[src/rtl/wb_write_arbiter.sv]
// Register-file write port arbiter: ALU writes win, multi-cycle results queue.
// Optional read-hazard compare enabled by defining WB_HAZARD_CHECK_EN.
module wb_write_arbiter #(
  parameter int W     = 5,
  parameter int B     = 32,
  parameter int DEPTH = 4
) (
  input  logic                       clk,
  input  logic                       reset,
  input  logic                       alu_wr_en,
  input  logic [W-1:0]               alu_w_addr,
  input  logic [B-1:0]               alu_w_data,
  input  logic                       mc_valid,
  output logic                       mc_ready,
  input  logic [W-1:0]               mc_w_addr,
  input  logic [B-1:0]               mc_w_data,
`ifdef WB_HAZARD_CHECK_EN
  input  logic [W-1:0]               r_addr_A,
  input  logic [W-1:0]               r_addr_B,
  output logic                       pend_hit,
`endif
  output logic                       wr_en,
  output logic [W-1:0]               w_addr,
  output logic [B-1:0]               w_data,
  output logic [$clog2(DEPTH+1)-1:0] pend_count
);

  localparam int PW = $clog2(DEPTH);
  localparam int CW = $clog2(DEPTH+1);
  localparam logic [CW-1:0] FULL = CW'(DEPTH);

  logic [W-1:0]     fa_q [DEPTH];
  logic [W-1:0]     fa_d [DEPTH];
  logic [B-1:0]     fd_q [DEPTH];
  logic [B-1:0]     fd_d [DEPTH];
  logic [DEPTH-1:0] fl_q, fl_d;
  logic [PW-1:0]    wp_q, wp_d;
  logic [PW-1:0]    rp_q, rp_d;
  logic [CW-1:0]    cnt_q, cnt_d;
  logic             wr_en_q, wr_en_d;
  logic [W-1:0]     w_addr_q, w_addr_d;
  logic [B-1:0]     w_data_q, w_data_d;

  logic alu_hit, push, store, pop;

  assign mc_ready   = cnt_q < FULL;
  assign wr_en      = wr_en_q;
  assign w_addr     = w_addr_q;
  assign w_data     = w_data_q;
  assign pend_count = cnt_q;

  // Arbitration, kill of stale queued writes, FIFO push/pop bookkeeping
  always_comb begin
    alu_hit  = alu_wr_en && (alu_w_addr != '0);
    push     = mc_valid && mc_ready;
    store    = push && (mc_w_addr != '0);
    pop      = !alu_hit && (cnt_q != '0);
    fa_d     = fa_q;
    fd_d     = fd_q;
    fl_d     = fl_q;
    wp_d     = wp_q;
    rp_d     = rp_q;
    cnt_d    = cnt_q;
    wr_en_d  = 1'b0;
    w_addr_d = w_addr_q;
    w_data_d = w_data_q;
    if (alu_hit) begin
      wr_en_d  = 1'b1;
      w_addr_d = alu_w_addr;
      w_data_d = alu_w_data;
      for (int i = 0; i < DEPTH; i++)
        if (fa_q[i] == alu_w_addr) fl_d[i] = 1'b0;
    end else if (pop) begin
      wr_en_d    = fl_q[rp_q];
      w_addr_d   = fa_q[rp_q];
      w_data_d   = fd_q[rp_q];
      fl_d[rp_q] = 1'b0;
      rp_d       = rp_q + PW'(1);
    end
    // The incoming entry is younger than a same-cycle ALU write: not killed
    if (store) begin
      fa_d[wp_q] = mc_w_addr;
      fd_d[wp_q] = mc_w_data;
      fl_d[wp_q] = 1'b1;
      wp_d       = wp_q + PW'(1);
    end
    unique case ({store, pop})
      2'b10:   cnt_d = cnt_q + CW'(1);
      2'b01:   cnt_d = cnt_q - CW'(1);
      default: cnt_d = cnt_q;
    endcase
  end

`ifdef WB_HAZARD_CHECK_EN
  logic a_nz, b_nz;
  // Read-after-write hazard against queued live entries and the port
  always_comb begin
    a_nz     = r_addr_A != '0;
    b_nz     = r_addr_B != '0;
    pend_hit = 1'b0;
    for (int i = 0; i < DEPTH; i++)
      if (fl_q[i] && ((a_nz && fa_q[i] == r_addr_A) ||
                      (b_nz && fa_q[i] == r_addr_B)))
        pend_hit = 1'b1;
    if (wr_en_q && ((a_nz && w_addr_q == r_addr_A) ||
                    (b_nz && w_addr_q == r_addr_B)))
      pend_hit = 1'b1;
  end
`endif

  // State registers with synchronous reset
  always_ff @(posedge clk) begin
    if (reset) begin
      fa_q     <= '{default: '0};
      fd_q     <= '{default: '0};
      fl_q     <= '0;
      wp_q     <= '0;
      rp_q     <= '0;
      cnt_q    <= '0;
      wr_en_q  <= 1'b0;
      w_addr_q <= '0;
      w_data_q <= '0;
    end else begin
      fa_q     <= fa_d;
      fd_q     <= fd_d;
      fl_q     <= fl_d;
      wp_q     <= wp_d;
      rp_q     <= rp_d;
      cnt_q    <= cnt_d;
      wr_en_q  <= wr_en_d;
      w_addr_q <= w_addr_d;
      w_data_q <= w_data_d;
    end
  end

endmodule

[config.mk]
export PLATFORM = sky130hd
export DESIGN_NAME = wb_write_arbiter
export DESIGN_NICKNAME = d
export VERILOG_FILES = /design/src/rtl/wb_write_arbiter.sv
export SDC_FILE = /design/constraint.sdc
export NUM_CORES = 1
export LEC_CHECK = 0
export ABC_CLOCK_PERIOD_IN_PS = 3200
export BUFFER_PORTS_ARGS = -buffer_cell sky130_fd_sc_hd__buf_2
export CAP_MARGIN = 0
export CORE_ASPECT_RATIO = 1.1
export CORE_MARGIN = 4
export CORE_UTILIZATION = 30
export DETAILED_ROUTE_END_ITERATION = 8
export GPL_TIMING_DRIVEN = 0
export PLACE_DENSITY_LB_ADDON = 0.08
export SYNTH_ARGS = -nofsm -noshare
export SYNTH_HDL_FRONTEND = slang
export SYNTH_SLANG_ARGS = --single-unit
[constraint.sdc]
create_clock -name clk -period 3.2 [get_ports clk]
set_input_delay 0.64 -clock clk [delete_from_list [all_inputs] [get_ports clk]]
set_output_delay 0.64 -clock clk [all_outputs]
set_load 0.05 [all_outputs]
== Word level (Yosys, flattened, before mapping) ==
Cells that the tools add are included.
Storage, ports and cells
  bits in latches: 0
  bits of input ports: 78
  output and inout port bits: 42
  bits in read-only memories: 0
  memory bits (writable): 0
  register bits: 197
  logic and storage cells: 85
  memories: 0
Operators by class
  muxes and demuxes: 32
  multipliers: 0
  divide/modulo/power cells: 0
  $lt $le $gt $ge: 8
  eq/ne operators: 6
  shift-type cells: 0
  reductions and logical operators: 14
  bitwise logic cells: 6
  add/subtract/negate cells: 4
Operators with widths (count)
  two-way mux 32 bit: 5
  bitwise mux 128 bit: 1
  binary-select mux 32 bit (select 2 bit): 1
  demux 32 bit (select 2 bit): 1
  two-way mux 5 bit: 5
  bitwise mux 20 bit: 1
  == test 5 bit: 4
  two-way mux 4 bit: 3
  binary-select mux 5 bit (select 2 bit): 1
  demux 5 bit (select 2 bit): 1
  nonzero test 5 bit: 2
  two-way mux 1 bit: 9
  logical AND 1 bit: 7
  greater-or-equal comparator 3 bit, second input constant: 2
  < comparator 2 x 3 -> 1 bit, second input constant: 2
  NOT 2 -> 3 bit: 2
  case mux 3 bit (2 select lines): 1
  adder 2 x 1 -> 2 bit, second input constant: 2
  bitwise AND 4 bit: 1
  demux 1 bit (select 2 bit): 2
  greater-or-equal comparator 2 x 1 -> 1 bit, second input constant: 2
  NOT 4 bit: 1
  bitwise OR 4 bit: 1
  nonzero test 2 bit: 2
  11 further kinds: 11

== Logic depth before layout (Yosys ltp) ==
Gate-level depths: netlist of run 1.
  depth after elaboration: 10
  depth in mapped cells: 12
  depth with buffers taken out: 9

== Least setup slack after synthesis of run 1 ==
Ideal clock, no wire load.
  path kind: input port to flip-flop
  from: input alu_w_addr[1]
  to: register cnt_q[2], in the netlist pend_count[2]
  setup time: 0.070 ns
  stages: 12
  buffers on the path: 3
  required time: 3.130 ns
  arrival time: 3.058 ns
  path slack: 0.071 ns
  cell sequence: buf_2 or4_4 o21a_1 buf_2 buf_6 nor2_1 ha_1 inv_1 fa_1 xor2_1 or3_1 a21oi_1
Between the ends
  longest elaborated chain between the ends: 6
  elaborated cells on any way between the ends: 8
  those cells by class: 2 x eq/ne; 1 x mux; 5 x reduce/logical
RTL lines
  start: declaration: line 11  | input logic [W-1:0] alu_w_addr,
  nonzero test 5 bit *: line 54  | alu_hit = alu_wr_en && (alu_w_addr != '0);
  logical AND 1 bit *: line 54
  logical NOT 1 bit *: line 57  | pop = !alu_hit && (cnt_q != '0);
  logical AND 1 bit *: line 57
  == test 2 x 1 -> 1 bit / == test 2 bit (equally long branches): line 87  | unique case ({store, pop})
  case mux 3 bit (2 select lines) / nonzero test 2 bit (equally long branches)
  end signal: assignment: line 129  | cnt_q <= cnt_d;
  end: declaration: line 39  | logic [CW-1:0] cnt_q, cnt_d;
Mark *: on every way between the ends. The rest lies on a longest branch, timed or not.
A chain may end at the register's enable or synchronous reset.

== Worst setup path after layout of run 1 ==
Ends and elaborated chain as after synthesis.

==> out/results.ini, run 1 <==
[synth]
yosysMostFrequentCell = dfxtp_1
yosysTopAreaCellShare_pct = 45.24
syn_area_mm2 = 0.008717
seq_area_frac_synth_pct = 45.24
yosysWarnings = 0
synth-edff-count = 0
yosys-top-cells-count = 197 x dfxtp_1, 179 x nor2_1, 137 x mux2i_1, 53 x a21oi_1, 49 x nand2_1
synth-async-reset-ratio_pct = 0
synth_area_leaders = dfxtp_1 45%, mux2i_1 16%, mux4_2 9.8%, nor2_1 7.7%, a21oi_1 3.0%
syn_inst = 854
synthFlopType = dfxtp_1
synth_top_cell_by_area = dfxtp_1
ys_types = 34
synth_fp_nets = 942
synth-seq-cells = 197
syn_avg_cell_area_um2 = 10.21

[job]
maxCapViolCount = 0

[place]
post_dp_cell_area_mm2 = 0.009738
place_ws_ns = -0.3042
gp_congestion = 0.7483
io_buffers = 112
dp_hpwl_mm = 18.60

[worst_setup_path]
cp_num_cells = 12
arrival_ns = 3.43
cp_max_fo = 10
worst_setup_path_start_kind = primary input
crit_buf_inv = 4
cp-end-kind = flip-flop
slowest_delay_ns = 0.56
cp_slowest_cell = or4_4
crit_family = simple AND/OR/NAND/NOR gates
crit_top_cell = buf_2
required_ns = 3.57
crit_chain = buf_2, or4_4, o21a_1, buf_2, buf_6, nor2_1, ha_1, inv_1, fa_1, xor2_1, or3_1, a21oi_1
r2r_cells = 9
crit_type = primary input to flip-flop

[final_layout]
multi_input_area_mm2 = 0.004309
area_growth_syn_to_layout_pct = 19.36
fillers = 2990
final_cell_area_mm2 = 0.01041
seq_area_mm2 = 0.003944
diodes = 0
drive_gt1_share_pct = 22.57
final_core_util_pct = 36.24
layout.nets = 1072

[routing]
drt_iter0_markers = 259
postRouteWirelength_mm = 26.74
drc_errors = 0
route.met3.wl_um = 900
firstDrtPassIters = 4
ant_nets = 0
top_layer_used = met4
routed_via_density = 4.832
vias = 6595
wire_per_inst_um = 19.59
wl_met2_mm = 13.10
wl_met1_mm = 12.39

[floorplan]
core_mm2 = 0.02871
ios = 120
die_h_um = 186.8
core.rowCount = 65
die_area_mm2 = 0.03185
start_util_pct = 30.36
fp.dieW_um = 170.5

[timing]
worst_slack_ns = 0.1402
maxSlewHeadroom_pct = 50.69
final.min_clock_period_ns = 3.060
worst_pin_slew_ns = 0.7396
fin_skew_ns = 0.01342
setup_viol = 0
maxSlewViolCount = 0
finalHoldViolCount = 0
rsz0062_at_grt = no
setup_tns_ns = 0
max_freq_ghz = 0.3268
fin_crit_sh_pct = 95.62

[global_route]
track_usage_pct = 16.95
overflow = 0
antenna_found_initial = 0
grt_pass1_vias = 6836
grt_pass1_wl_mm = 41.42
grt_start_max_net_pins = 19

[cts]
cts_tree = built
clock-sinks = 197
clk_latency_ns = 0.44
cts_max_path_buffers = 2
cts_buffers = 17
cts_hold_buf = 0
htreeDepth = 4
clk_pin_slew_ns = 0.08
ctsRootBufferMaster = clkbuf_16

[hold_path]
hold_depth = 3
min_path_type = primary input to flip-flop

[run_status]
outcome = complete, no violations

[power]
ir_worst_vdd_mv = 0.3211
total_leakage_power_uw = 0.004810
power_density_mw_per_mm2 = 744.1

[cells by family (layout without fill, tap and decap cells)]
kind of cell | Yosys count | count (layout) | share of synthesized area (%)
AO/OA/AOI/OAI | 104 | 104 | 7.679
XOR/XNOR | 23 | 23 | 2.311
adder cells (fa/ha/maj) | 10 | 10 | 1.521
buffers and inverters | 80 | 223 | 5.325
flip-flops | 197 | 197 | 45.24
multiplexers | 176 | 176 | 25.68
AND/OR/NAND/NOR | 264 | 264 | 12.24
[timing repair]
item | 4_1_cts | 5_1_grt
resized for setup | 1 | 0
endpoints found under the hold margin | 0 | 0
buffers inserted | 0 | 0
endpoints found under the setup margin | 2 | 2
gates cloned | 0 | 0
[report_power, final]
group          switching [µW]  total [µW]  internal [µW]
Clock                    1070        2490           1420
Sequential                160        2870           2710
Combinational            1560        2390            823
[layout make-up]
| type | count | share of cell area, % |
|---|---|---|
| Buffer | 71 | 4.149 |
| Clock buffer | 17 | 4.088 |
| Clock inverter | 15 | 2.345 |
| Inverter | 8 | 0.2886 |
| Multi-Input combinational cell | 577 | 41.41 |
| Sequential cell | 197 | 37.90 |
| Tap cell | 368 | 4.425 |
| Timing Repair Buffer | 112 | 5.387 |
[through the flow]
step / hold WS (ns) / power [µW] / instances
2_1_floorplan: 0.4564 / 4565 / 854
3_3_place_gp: 0.4696 / 5356 / 1334
3_5_place_dp: 0.4744 / 5350 / 1334
4_1_cts: 0.4642 / 7859 / 1366
5_1_grt: 0.4774 / 8150 / 1365
6_report: 0.4815 / 7742 / 1365
[state kept, by name, indices dropped and copies added (netlist names)]
signal,flops
fd_q,128
fa_q,20
rp_q,2
fl_q,4
wr_en,1
w_data,32
pend_count,3
wp_q,2
w_addr,5
[worst register-to-register path, delay by kind of cell (launching register included)]
family | cells | cell delay [ns]
fa+ha+maj | 2 | 0.43
flops | 1 | 0.37
simple gates | 3 | 1.03
xor+xnor | 1 | 0.07
buf+inv | 2 | 0.68
compound gates | 1 | 0.14
[routing by layer]
metal	global-route usage (%)	up-vias
met5	0	-
met4	3.810	0
met3	2.627	22
met2	29.02	116
met1	22.52	3229
li1	-	3228
[layout by cell type, fill, tap and decap left out, types with 9 or more instances in the layout]
master	count
a211oi_1	35
a21oi_1	53
buf_2	123
buf_6	18
clkbuf_1	35
clkbuf_16	17
dfxtp_1	197
ha_1	9
mux2i_1	137
mux4_2	38
nand2_1	49
nand3_1	18
nor2_1	179
xnor2_1	13
xor2_1	10
[path summary, 6_finish.rpt]
path                                     start       endpoint  slack (ns)
worst max-delay path             alu_w_addr[1]  pend_count[2]        0.14
worst max register to register   pend_count[2]  pend_count[2]        0.42
worst min-delay path            alu_w_data[13]     w_data[13]        0.48
worst min register to register         fl_q[0]        fl_q[0]        0.49
Note: power is estimated with default switching activity, not from simulation.
==> run 2, diff against run 1 <==
Settings changed: CELL_PAD_IN_SITES_DETAIL_PLACEMENT from default to 1, CELL_PAD_IN_SITES_GLOBAL_PLACEMENT from default to 1, CORE_ASPECT_RATIO 1.1 to 0.8.
==> run 2 against run 1 <==
Clock power shrank 5%. Clock skew about the same. Hold slack worse by 0.0082 ns. Die area hardly changed. Sequential share of layout area grew 0.12 points. Worst setup slack better by 0.024 ns. Critical path depth unchanged. Global-route usage is 0.94 points higher. Highest routed layer is now met5. First-iteration DRC count shrank 10%. Power down 1.3%.
==> out/results.ini, run 2 (same netlist as run 1, synthesis figures left out) <==
[final_layout]
final-instance-count-excl-fill = 1367
drive_gt1_share_pct = 22.47
final_core_util_pct = 36.40
layout.nets = 1072
final_cell_mix = 197 x dfxtp_1, 179 x nor2_1, 137 x mux2i_1
largest_register_ffs = 128
multi_input_area_mm2 = 0.004309
fillers = 3288
largest-register = fd_q
layout_commonest_cell = dfxtp_1
diodes = 0
seq_area_mm2 = 0.003944
area_growth_syn_to_layout_pct = 18.98

[timing]
worst_pin_slew_ns = 0.7918
fin_skew_ns = 0.01311
max_freq_ghz = 0.3294
setup_viol = 0
maxSlewViolCount = 0
maxSlewHeadroom_pct = 47.21
fin_crit_sh_pct = 94.86
rsz0062_at_grt = no
final.min_clock_period_ns = 3.036
finalHoldViolCount = 0
worst_slack_ns = 0.1644

[global_route]
track_usage_pct = 17.89
antenna_found_initial = 2
grt_pass1_wl_mm = 43.75
grt_pass1_vias = 7308
grt_start_max_net_pins = 18
overflow = 0

[cts]
htreeDepth = 4
clk_pin_slew_ns = 0.08
clock-sinks = 197
post_cts_buffers = 0
cts_tree = built
clk_latency_ns = 0.45
cts_buffers = 17
cts_max_path_buffers = 2
ctsRootBufferMaster = clkbuf_16
cts_hold_buf = 0

[power]
total_leakage_power_uw = 0.004788
ir_worst_vdd_mv = 0.4703
power_density_mw_per_mm2 = 737.1

[job]
maxCapViolCount = 0

[routing]
vias = 6663
firstDrtPassIters = 4
routed_via_density = 4.874
wire_per_inst_um = 20.45
ant_nets = 0
postRouteWirelength_mm = 27.96
drc_errors = 0
drt_iter0_markers = 233

[floorplan]
fp.dieW_um = 198.6
die_area_mm2 = 0.03187
die_h_um = 160.5
core.rowCount = 55
core_mm2 = 0.02849
ios = 120
start_util_pct = 30.60

[place]
gp_congestion = 0.7415
io_buffers = 112
place_ws_ns = -0.3403
dp_hpwl_mm = 19.54
post-place-cells = 1336

[worst_setup_path]
worst_setup_path_start_kind = primary input
cp-end-kind = flip-flop
required_ns = 3.58
arrival_ns = 3.41
cp_max_fo = 10
crit_type = primary input to flip-flop

[run_status]
outcome = complete, no violations

[hold_path]
min_path_type = primary input to flip-flop

run 2: changes by cell type in the layout (fill, tap and decap cells not counted):
| cell | previous run | this run |
|---|---|---|
| inv_6 | 1 | 2 |
| bufinv_16 | 5 | 4 |
| clkinv_2 | 0 | 1 |
| clkinvlp_4 | 3 | 4 |
| buf_2 | 123 | 122 |
| buf_4 | 4 | 5 |
| clkbuf_1 | 35 | 36 |
| inv_8 | 4 | 1 |
run 2: through the flow:
step | power, µW | hold WS, ns | setup TNS, ns | cell area (µm²)
floorplan | 4565 | 0.4564 | 0 | 8717
global placement | 5368 | 0.4705 | -0.4695 | 9741
detailed placement | 5384 | 0.4788 | -0.4711 | 9741
CTS | 7792 | 0.4559 | 0 | 10370
global route | 8087 | 0.4670 | 0 | 10370
finish | 7645 | 0.4732 | 0 | 10370
run 2: area by class of cell:
type / count / share of cell area, %
clock buffer: 18 / 4.138
multi-input combinational: 577 / 41.55
sequential: 197 / 38.03
buffer: 71 / 4.186
tap: 370 / 4.464
timing repair buffer: 112 / 5.405
inverter: 8 / 0.2895
clock inverter: 14 / 1.942
run 2: path summary, 6_finish.rpt:
check / start / endpoint / slack [ns] / cells past startpoint
setup / recovery: alu_w_addr[2] / pend_count[2] / 0.16 / 12
hold / removal: alu_w_data[14] / w_data[14] / 0.47 / 3
setup reg to reg: pend_count[2] / pend_count[2] / 0.48 / 9
hold reg to reg: fa_q[18] / fa_q[18] / 0.49 / 2
run 2: critical path: stages:
cell and delay (ns):
clkbuf_1 0.19, or4_4 0.54, o21a_1 0.26, buf_4 0.22
buf_6 0.17, nor2_1 0.15, ha_1 0.21, inv_1 0.06
fa_1 0.37, xor2_1 0.16, or3_1 0.31, a21oi_1 0.14
run 2: power breakdown:
| part | total [µW] | internal [µW] | switching (µW) |
|---|---|---|---|
| registers | 2870 | 2710 | 164 |
| logic | 2400 | 825 | 1580 |
| clock network | 2370 | 1320 | 1050 |
| total | 7640 | 4850 | 2790 |
run 2: timing repair:
action                                  in CTS  in global routing
resized for setup                            1                  2
endpoints found under the setup margin       2                  2
hold endpoints to repair                     0                  0
run 2: per-layer routing:
layer	global-route usage, %	wire, µm
met5	0	23
met4	3.076	210
met3	3.356	1477
met2	29.40	13040
met1	24.95	13210
==> run 3, diff against run 2 <==
Settings changed: CTS_BUF_LIST from default to sky130_fd_sc_hd__clkbuf_16.
==> run 3 against run 2 <==
Combinational power about the same. Count of clock-buffer cells in the layout down 1. Critical path depth unchanged. Final cell count unchanged. Sequential power about the same. Critical endpoint unchanged. Largest power group unchanged. Highest routed layer unchanged.
==> out/results.ini, run 3 (same netlist as run 1, synthesis figures left out) <==
[run_status]
outcome = complete, no violations

[routing]
drc_errors = 0
drt_iter0_markers = 233
postRouteWirelength_mm = 27.96
ant_nets = 0
vias = 6663
firstDrtPassIters = 4
routed_via_density = 4.874
wire_per_inst_um = 20.45

[timing]
worst_pin_slew_ns = 0.7918
finalHoldViolCount = 0
maxSlewHeadroom_pct = 47.21
fin_crit_sh_pct = 94.86
max_freq_ghz = 0.3294
rsz0062_at_grt = no
maxSlewViolCount = 0
setup_tns_ns = 0
final.min_clock_period_ns = 3.036
setup_viol = 0
fin_skew_ns = 0.01311

[global_route]
antenna_found_initial = 2
grt_start_max_net_pins = 18
track_usage_pct = 17.89
overflow = 0
grt_pass1_wl_mm = 43.75
grt_pass1_vias = 7308

[cts]
cts_buffers = 17
clk_latency_ns = 0.45
htreeDepth = 4
post_cts_buffers = 0
cts_max_path_buffers = 2
clk_pin_slew_ns = 0.08
cts_tree = built
cts_hold_buf = 0
clock-sinks = 197
ctsRootBufferMaster = clkbuf_16

[final_layout]
fillers = 3288
final_cell_mix = 197 x dfxtp_1, 179 x nor2_1, 137 x mux2i_1
area_growth_syn_to_layout_pct = 18.98
multi_input_area_mm2 = 0.004309
largest-register = fd_q
drive_gt1_share_pct = 22.47
seq_area_mm2 = 0.003944
final_core_util_pct = 36.40
layout_commonest_cell = dfxtp_1
diodes = 0
largest_register_ffs = 128
layout.nets = 1072

[job]
maxCapViolCount = 0

[worst_setup_path]
arrival_ns = 3.41
cp_max_fo = 10
cp-end-kind = flip-flop
required_ns = 3.58
worst_setup_path_start_kind = primary input
crit_type = primary input to flip-flop
r2r_cells = 9

[place]
io_buffers = 112
gp_congestion = 0.7415
dp_hpwl_mm = 19.54

[power]
ir_worst_vdd_mv = 0.4703
power_density_mw_per_mm2 = 736.8
power_uw = 7642
total_leakage_power_uw = 0.004792

[floorplan]
ios = 120
die_area_mm2 = 0.03187
die_h_um = 160.5
core_mm2 = 0.02849
start_util_pct = 30.60
core.rowCount = 55
fp.dieW_um = 198.6

[hold_path]
hold_depth = 3
min_path_type = primary input to flip-flop

-- run 3: layout make-up --
class | count | area share, %
multi-input cells | 577 | 41.55
flip-flops and latches | 197 | 38.03
repair buffers | 112 | 5.405
well taps | 370 | 4.464
plain buffers | 71 | 4.186
clock buffers | 17 | 4.102
clock inverters | 15 | 1.979
inverters | 8 | 0.2895
-- run 3: worst paths after layout --
| check | startpoint | end | slack, ns |
|---|---|---|---|
| min reg2reg | fa_q[18] | fa_q[18] | 0.49 |
| min | alu_w_data[14] | w_data[14] | 0.47 |
| max | alu_w_addr[2] | pend_count[2] | 0.16 |
| max reg2reg | pend_count[2] | pend_count[2] | 0.48 |
-- run 3: where the power goes --
part	total (µW)	internal [µW]	leakage [µW]	switching (µW)
sequential	2870	2710	0.00161	164
clock	2370	1320	0.000299	1050
combinational	2400	825	0.00289	1580
-- run 3: worst max-delay path: stages --
cell	delay, ns
clkbuf_1	0.19
or4_4	0.54
o21a_1	0.26
buf_4	0.22
buf_6	0.17
nor2_1	0.15
ha_1	0.21
inv_1	0.06
fa_1	0.37
xor2_1	0.16
or3_1	0.31
a21oi_1	0.14
-- run 3: metal layers --
metal	GRT usage (%)	wire, µm	vias up
li1	-	-	3242
met1	24.95	13210	3278
met2	29.40	13040	123
met3	3.356	1477	16
met4	3.076	210	4
met5	0	23	-
-- run 3: per-stage QoR --
| step | hold slack [ns] | worst slack (ns) | cell area (µm²) | instances |
|---|---|---|---|---|
| after detailed placement | 0.4788 | -0.3403 | 9741 | 1336 |
| after CTS | 0.4559 | 0.01948 | 10370 | 1368 |
| after global routing | 0.4670 | 0.03449 | 10370 | 1367 |
| after floorplan | 0.4564 | 0.07121 | 8717 | 854 |
| after global placement | 0.4705 | -0.3386 | 9741 | 1336 |
| final | 0.4732 | 0.1644 | 10370 | 1367 |
-- run 3: repair_timing --
item | CTS | global route
endpoints found under the setup margin | 2 | 2
resized for setup | 1 | 2
endpoints found under the hold margin | 0 | 0
